--- src/rtl/wb_regfile_pkg.sv ---
// Shared MIPS constants and types for the write-back / register-file slice.
// Exports: REG_ADDR_W, DATA_W, NUM_REGS, REG_ZERO, NUM_RD_PORTS, reg_addr_t, data_t.
package wb_regfile_pkg;
  localparam int REG_ADDR_W   = 5;
  localparam int DATA_W       = 32;
  localparam int NUM_REGS     = 32;
  localparam int NUM_RD_PORTS = 2;
  localparam logic [REG_ADDR_W-1:0] REG_ZERO = 5'd0;

  typedef logic [REG_ADDR_W-1:0] reg_addr_t;
  typedef logic [DATA_W-1:0]     data_t;
endpackage

--- src/rtl/wb_regfile_if.sv ---
// Bus between the MEM/WB / decode stages and the register file.
// master: pipeline side (drives write-back inputs and read addresses).
// slave : register file (returns read data, write-back value, write strobe, count).
interface wb_regfile_if;
  import wb_regfile_pkg::*;
  logic      reg_wr_i;
  logic      mem_to_reg_i;
  reg_addr_t rd_i;
  data_t     res_alu_i;
  data_t     read_data_i;
  reg_addr_t rs_addr_i;
  reg_addr_t rt_addr_i;
  data_t     rs_data_o;
  data_t     rt_data_o;
  data_t     wb_data_o;
  logic      wb_we_o;
  data_t     wb_count_o;

  modport master (
    output reg_wr_i, mem_to_reg_i, rd_i, res_alu_i, read_data_i, rs_addr_i, rt_addr_i,
    input  rs_data_o, rt_data_o, wb_data_o, wb_we_o, wb_count_o
  );
  modport slave (
    input  reg_wr_i, mem_to_reg_i, rd_i, res_alu_i, read_data_i, rs_addr_i, rt_addr_i,
    output rs_data_o, rt_data_o, wb_data_o, wb_we_o, wb_count_o
  );
endinterface

--- src/rtl/wb_regfile_core.sv ---
// mips_regfile_core: 32x32 register storage, one write port, NUM_RD_PORTS
// combinational read ports with write-first bypass. r0 is hardwired to 0.
// Ports: clk, reset (async high), we_i/waddr_i/wdata_i (write),
//        raddr_i[p] -> rdata_o[p] (reads).
module mips_regfile_core
  import wb_regfile_pkg::*;
(
  input  logic                                         clk,
  input  logic                                         reset,
  input  logic                                         we_i,
  input  reg_addr_t                                    waddr_i,
  input  data_t                                        wdata_i,
  input  logic [NUM_RD_PORTS-1:0][REG_ADDR_W-1:0]      raddr_i,
  output logic [NUM_RD_PORTS-1:0][DATA_W-1:0]          rdata_o
);
  data_t regs_q [NUM_REGS];

  always_ff @(posedge clk or posedge reset) begin
    if (reset) begin
      for (int i = 0; i < NUM_REGS; i++) regs_q[i] <= '0;
    end else if (we_i && waddr_i != REG_ZERO) begin
      regs_q[waddr_i] <= wdata_i;
    end
  end

  // Reads are gated to 0 during reset so the bypass cannot leak write data
  // while storage is held clear. r0 is never bypassed.
  for (genvar p = 0; p < NUM_RD_PORTS; p++) begin : g_rd
    always_comb begin
      rdata_o[p] = '0;
      if (!reset && raddr_i[p] != REG_ZERO) begin
        if (we_i && raddr_i[p] == waddr_i) rdata_o[p] = wdata_i;
        else                               rdata_o[p] = regs_q[raddr_i[p]];
      end
    end
  end
endmodule

--- src/rtl/wb_regfile.sv ---
// wb_regfile: write-back stage mux, effective-write decode, write counter,
// and the register file core.
// Ports: clk, reset (async high), bus (wb_regfile_if.slave).
module wb_regfile
  import wb_regfile_pkg::*;
(
  input  logic         clk,
  input  logic         reset,
  wb_regfile_if.slave  bus
);
  data_t wb_data;
  logic  wb_we;
  data_t wb_count_q, wb_count_d;

  assign wb_data = bus.mem_to_reg_i ? bus.read_data_i : bus.res_alu_i;
  // Writes to r0 are dropped here so the counter only sees real writes.
  assign wb_we   = bus.reg_wr_i && (bus.rd_i != REG_ZERO);

  // Wraps naturally at 2^32.
  assign wb_count_d = wb_we ? wb_count_q + 32'd1 : wb_count_q;

  always_ff @(posedge clk or posedge reset) begin
    if (reset) wb_count_q <= '0;
    else       wb_count_q <= wb_count_d;
  end

  logic [NUM_RD_PORTS-1:0][REG_ADDR_W-1:0] raddr;
  logic [NUM_RD_PORTS-1:0][DATA_W-1:0]     rdata;

  assign raddr[0] = bus.rs_addr_i;
  assign raddr[1] = bus.rt_addr_i;

  mips_regfile_core u_core (
    .clk     (clk),
    .reset   (reset),
    .we_i    (wb_we),
    .waddr_i (bus.rd_i),
    .wdata_i (wb_data),
    .raddr_i (raddr),
    .rdata_o (rdata)
  );

  assign bus.rs_data_o  = rdata[0];
  assign bus.rt_data_o  = rdata[1];
  assign bus.wb_data_o  = wb_data;
  assign bus.wb_we_o    = wb_we;
  assign bus.wb_count_o = wb_count_q;
endmodule

--- src/flat_wrapper.sv ---
// flat-port wrapper written by rule: the top's interface ports become plain ports
module wb_regfile_flat import wb_regfile_pkg::*;
  (clk, reset, bus_reg_wr_i, bus_mem_to_reg_i, bus_rd_i, bus_res_alu_i, bus_read_data_i, bus_rs_addr_i, bus_rt_addr_i, bus_rs_data_o, bus_rt_data_o, bus_wb_data_o, bus_wb_we_o, bus_wb_count_o);
  wb_regfile_if bus_i ();
  input  logic clk;
  input  logic reset;
  input wire logic [$bits(bus_i.reg_wr_i)-1:0] bus_reg_wr_i;
  input wire logic [$bits(bus_i.mem_to_reg_i)-1:0] bus_mem_to_reg_i;
  input wire logic [$bits(bus_i.rd_i)-1:0] bus_rd_i;
  input wire logic [$bits(bus_i.res_alu_i)-1:0] bus_res_alu_i;
  input wire logic [$bits(bus_i.read_data_i)-1:0] bus_read_data_i;
  input wire logic [$bits(bus_i.rs_addr_i)-1:0] bus_rs_addr_i;
  input wire logic [$bits(bus_i.rt_addr_i)-1:0] bus_rt_addr_i;
  output wire logic [$bits(bus_i.rs_data_o)-1:0] bus_rs_data_o;
  output wire logic [$bits(bus_i.rt_data_o)-1:0] bus_rt_data_o;
  output wire logic [$bits(bus_i.wb_data_o)-1:0] bus_wb_data_o;
  output wire logic [$bits(bus_i.wb_we_o)-1:0] bus_wb_we_o;
  output wire logic [$bits(bus_i.wb_count_o)-1:0] bus_wb_count_o;
  assign bus_i.reg_wr_i = bus_reg_wr_i;
  assign bus_i.mem_to_reg_i = bus_mem_to_reg_i;
  assign bus_i.rd_i = bus_rd_i;
  assign bus_i.res_alu_i = bus_res_alu_i;
  assign bus_i.read_data_i = bus_read_data_i;
  assign bus_i.rs_addr_i = bus_rs_addr_i;
  assign bus_i.rt_addr_i = bus_rt_addr_i;
  assign bus_rs_data_o = bus_i.rs_data_o;
  assign bus_rt_data_o = bus_i.rt_data_o;
  assign bus_wb_data_o = bus_i.wb_data_o;
  assign bus_wb_we_o = bus_i.wb_we_o;
  assign bus_wb_count_o = bus_i.wb_count_o;
  wb_regfile u_core (.clk(clk), .reset(reset), .bus(bus_i));
endmodule
--- config.mk ---
export PLATFORM = sky130hd
export DESIGN_NAME = wb_regfile_flat
export DESIGN_NICKNAME = d
export VERILOG_FILES = /design/src/rtl/wb_regfile_pkg.sv /design/src/rtl/wb_regfile_if.sv /design/src/rtl/wb_regfile_core.sv /design/src/rtl/wb_regfile.sv /design/src/flat_wrapper.sv
export SDC_FILE = /design/constraint.sdc
export NUM_CORES = 2
export LEC_CHECK = 0
export CAP_MARGIN = 15
export CORE_UTILIZATION = 50
export DETAILED_ROUTE_END_ITERATION = 8
export PLACE_DENSITY = 0.7
export SLEW_MARGIN = 20
export SYNTH_ARGS = -nofsm -noshare
export SYNTH_HDL_FRONTEND = slang
export SYNTH_SLANG_ARGS = --single-unit
--- constraint.sdc ---
create_clock -name clk -period 31.8 [get_ports clk]
set_input_delay 4.77 -clock clk [delete_from_list [all_inputs] [get_ports clk]]
set_output_delay 4.77 -clock clk [all_outputs]
set_load 0.005 [all_outputs]
==> results.py <==
metrics = {
    "logic_synthesis": {
        "yosys-top-cells-area": "dfrtp_1, mux4_2, o21ai_0, nand2_1, a21oi_1",
        "synth_top_area_share_pct": 48.56,
        "synth_warnings": 0,
        "ys_ff_latch": 1056,
        "synthCells": 4845,
        "avgSynthCellArea_um2": 11.23,
        "synthesis.nets": 4929,
        "async_flop_share_pct": 100.0,
        "synth_seq_area_share_pct": 48.56,
        "synthFlopType": "dfrtp_1",
        "syn_area_um2": 54420,
        "synth_top_cell_by_area": "dfrtp_1",
        "synth_edf_count": 0,
        "synthDistinctLibCells": 51,
    },
    "cts": {
        "hold_buffers": 0,
        "cts-htree-levels": 3,
        "post-cts-setup-buffers": 0,
        "numCtsBuffers": 108,
        "cts_tree": "built",
        "clkTransAtPathRegs_ns": 0.06,
        "cts.sinks": 1056,
        "clockBufferDepth": 3,
        "ctsResizeCount": 0,
        "cts_root_buffer": "clkbuf_16",
        "clk-insertion-delay-late_ns": 0.71,
    },
    "sta": {
        "tightestPinTransition_ns": 1.136,
        "tns_ns": 0,
        "setup-violations-final": 0,
        "hold_viol": 0,
        "post-route-period-util_pct": 43.96,
        "max-slew-margin-rel_pct": 24.28,
        "clock_skew_ns": 0.005101,
        "maxSlewViolCount": 0,
        "rsz0062_at_grt": "no",
        "fin_crit_ns": 13.98,
        "hold_ws_ns": 0.3970,
        "setup_slack_ns": 17.82,
        "fmax_mhz": 71.54,
    },
    "worst_setup_path": {
        "max_stage_delay_ns": 0.80,
        "crit_family": "buffers and inverters",
        "end_kind": "output pin",
        "worstPathMaxFanout": 78,
        "timing.critical_path.mode_cell": "buf_4",
        "start_kind": "primary input",
        "crit_buf_inv": 4,
        "r2r_start": "u_core.bus.wb_count_o[8]",
        "crit_path_top_delay_cell": "buf_4",
        "crit_required_ns": 27.03,
        "cp_data_arrival_time_ns": 9.21,
        "crit_start": "bus_rt_addr_i[1]",
        "path_cells": "buf_8 -> buf_4 -> buf_4 -> mux4_2 -> a22oi_1 -> a21oi_1 -> nor3_1 -> a211oi_1 -> clkdlybuf4s50_1",
        "worstSetupPathType": "in -> out",
    },
    "place": {
        "place_congestion": 0.8377,
        "dp_slack_ns": 17.80,
        "port_buffers": 211,
        "hpwl_um": 96360,
        "dp.cells": 6027,
    },
    "route": {
        "drtAntennaViolNets": 0,
        "wl_per_cell_um": 28.23,
        "drtIter0Drc": 5466,
        "via_per_inst": 6.641,
        "num_vias": 41376,
        "route.detailed.drc": 0,
        "firstDrtPassIters": 6,
        "routed_wl_um": 175900,
    },
    "flow_run": {
        "maxCapViolations": 0,
    },
    "min_path": {
        "hp-start": "u_core.u_core.regs_q[1003]",
        "hp-class": "reg -> reg",
    },
    "floorplan": {
        "start_util_pct": 50.62,
        "num_rows": 120,
        "fp.dieArea_um2": 110200,
        "die_y_um": 331.9,
        "core_area_um2": 107500,
        "die_w_um": 331.9,
        "ios": 212,
    },
    "global_route": {
        "grt_pass1_wl_um": 265800,
        "grt_max_degree": 182,
        "antenna_found_initial": 9,
        "grt_remaining_overflow": 0,
        "track_usage_pct": 32.24,
        "grt_pass1_vias": 40952,
    },
    "pwr": {
        "power_per_cell_area_nw_per_um2": 65.22,
        "leakage_uw": 0.02556,
        "finalPower_uw": 3986,
        "ir_drop_mv": 0.04733,
    },
    "layout": {
        "drive_above_1_share_pct": 19.23,
        "synthToLayoutAreaGrowth_pct": 12.29,
        "fill_cells": 8743,
        "final_nets": 4820,
        "layout_common_cells": "dfrtp_1, nand2_1, o21ai_0, mux4_2, a21oi_1",
        "multi_input_area_um2": 26240,
        "layout_commonest_cell": "dfrtp_1",
        "regArea_um2": 26430,
        "layoutNonFillerInstCount": 6230,
    },
    "run_status": {
        "status": "finished clean",
    },
}
## state kept, by name (all words and copies together) (netlist names)
name and cells:
u_core.bus.wb_count_o 32, u_core.u_core.regs_q 1024
## layout make-up
cell class / instances / share of cell area [%]
clock inverter: 44 / 0.8558
tap: 1403 / 2.873
clock buffer: 155 / 5.022
antenna: 2 / 0.008190
timing repair buffer: 304 / 4.836
multi-input combinational: 3229 / 42.93
inverter: 37 / 0.2334
sequential: 1056 / 43.24
## power breakdown
group          internal, uW  switching [uW]  leakage (uW)
clock                   731             562       0.00177
combinational           456             405        0.0104
sequential             1620             213        0.0134
## cell families after synthesis
group | Yosys count | synth area share [%]
AO/OA/AOI/OAI | 1272 | 12.77
XOR/XNOR | 41 | 0.6598
multiplexers | 675 | 24.62
flip-flops | 1056 | 48.56
adder cells (fa/ha/maj) | 1 | 0.02299
AND/OR/NAND/NOR | 1240 | 9.040
buffers and inverters | 560 | 4.331
## synthesized netlist by cell type (2+ instances only)
cell type / instances
and3_1: 10
and4_1: 3
mux4_2: 526
o211ai_1: 24
nor3_1: 30
o21ai_1: 7
buf_1: 15
xor2_1: 13
clkbuf_1: 384
xnor2_1: 28
nor2b_1: 4
buf_6: 8
buf_2: 94
and2_1: 3
nor3b_1: 4
a21oi_1: 440
o221ai_1: 32
o311a_1: 2
nand3_1: 20
nand4b_1: 3
clkbuf_2: 2
nand4_1: 14
buf_4: 20
nand3b_1: 4
o21ai_0: 624
nand2_1: 720
nor2_2: 4
inv_1: 36
a211oi_1: 23
mux2i_1: 100
mux2_2: 49
dfrtp_1: 1056
nor2_1: 412
a22oi_1: 111
or2_2: 3
nor3_2: 2
## metal layers
layer  track usage (%)  routed length, um  vias to the layer above
li1                  -                  -                    17358
met1             45.06              68780                    20934
met2             47.91              78230                     2600
met3             9.400              21830                      470
met4             12.30               6958                       14
met5                 0                 73                        -
## path summary, 6_finish.rpt
path                                                   end  depth (start not counted)  slack, ns
worst max register to register   u_core.bus.wb_count_o[29]                          5      29.75
min in group asynchronous        u_core.u_core.regs_q[545]                          2       5.01
worst min register to register  u_core.u_core.regs_q[1003]                          0       0.40
max in group asynchronous        u_core.u_core.regs_q[512]                          4      24.49
worst max-delay path                     bus_rt_data_o[10]                          9      17.82
worst min-delay path            u_core.u_core.regs_q[1003]                          0       0.40
## metrics by stage
stage          util (%)  area, um^2
5_1_grt           56.84       61110
3_3_place_gp      53.40       57400
6_report          56.85       61110
2_1_floorplan         -       54430
4_1_cts           56.77       61030
3_5_place_dp      53.43       57440
Note: power is estimated with default switching activity, not from simulation.
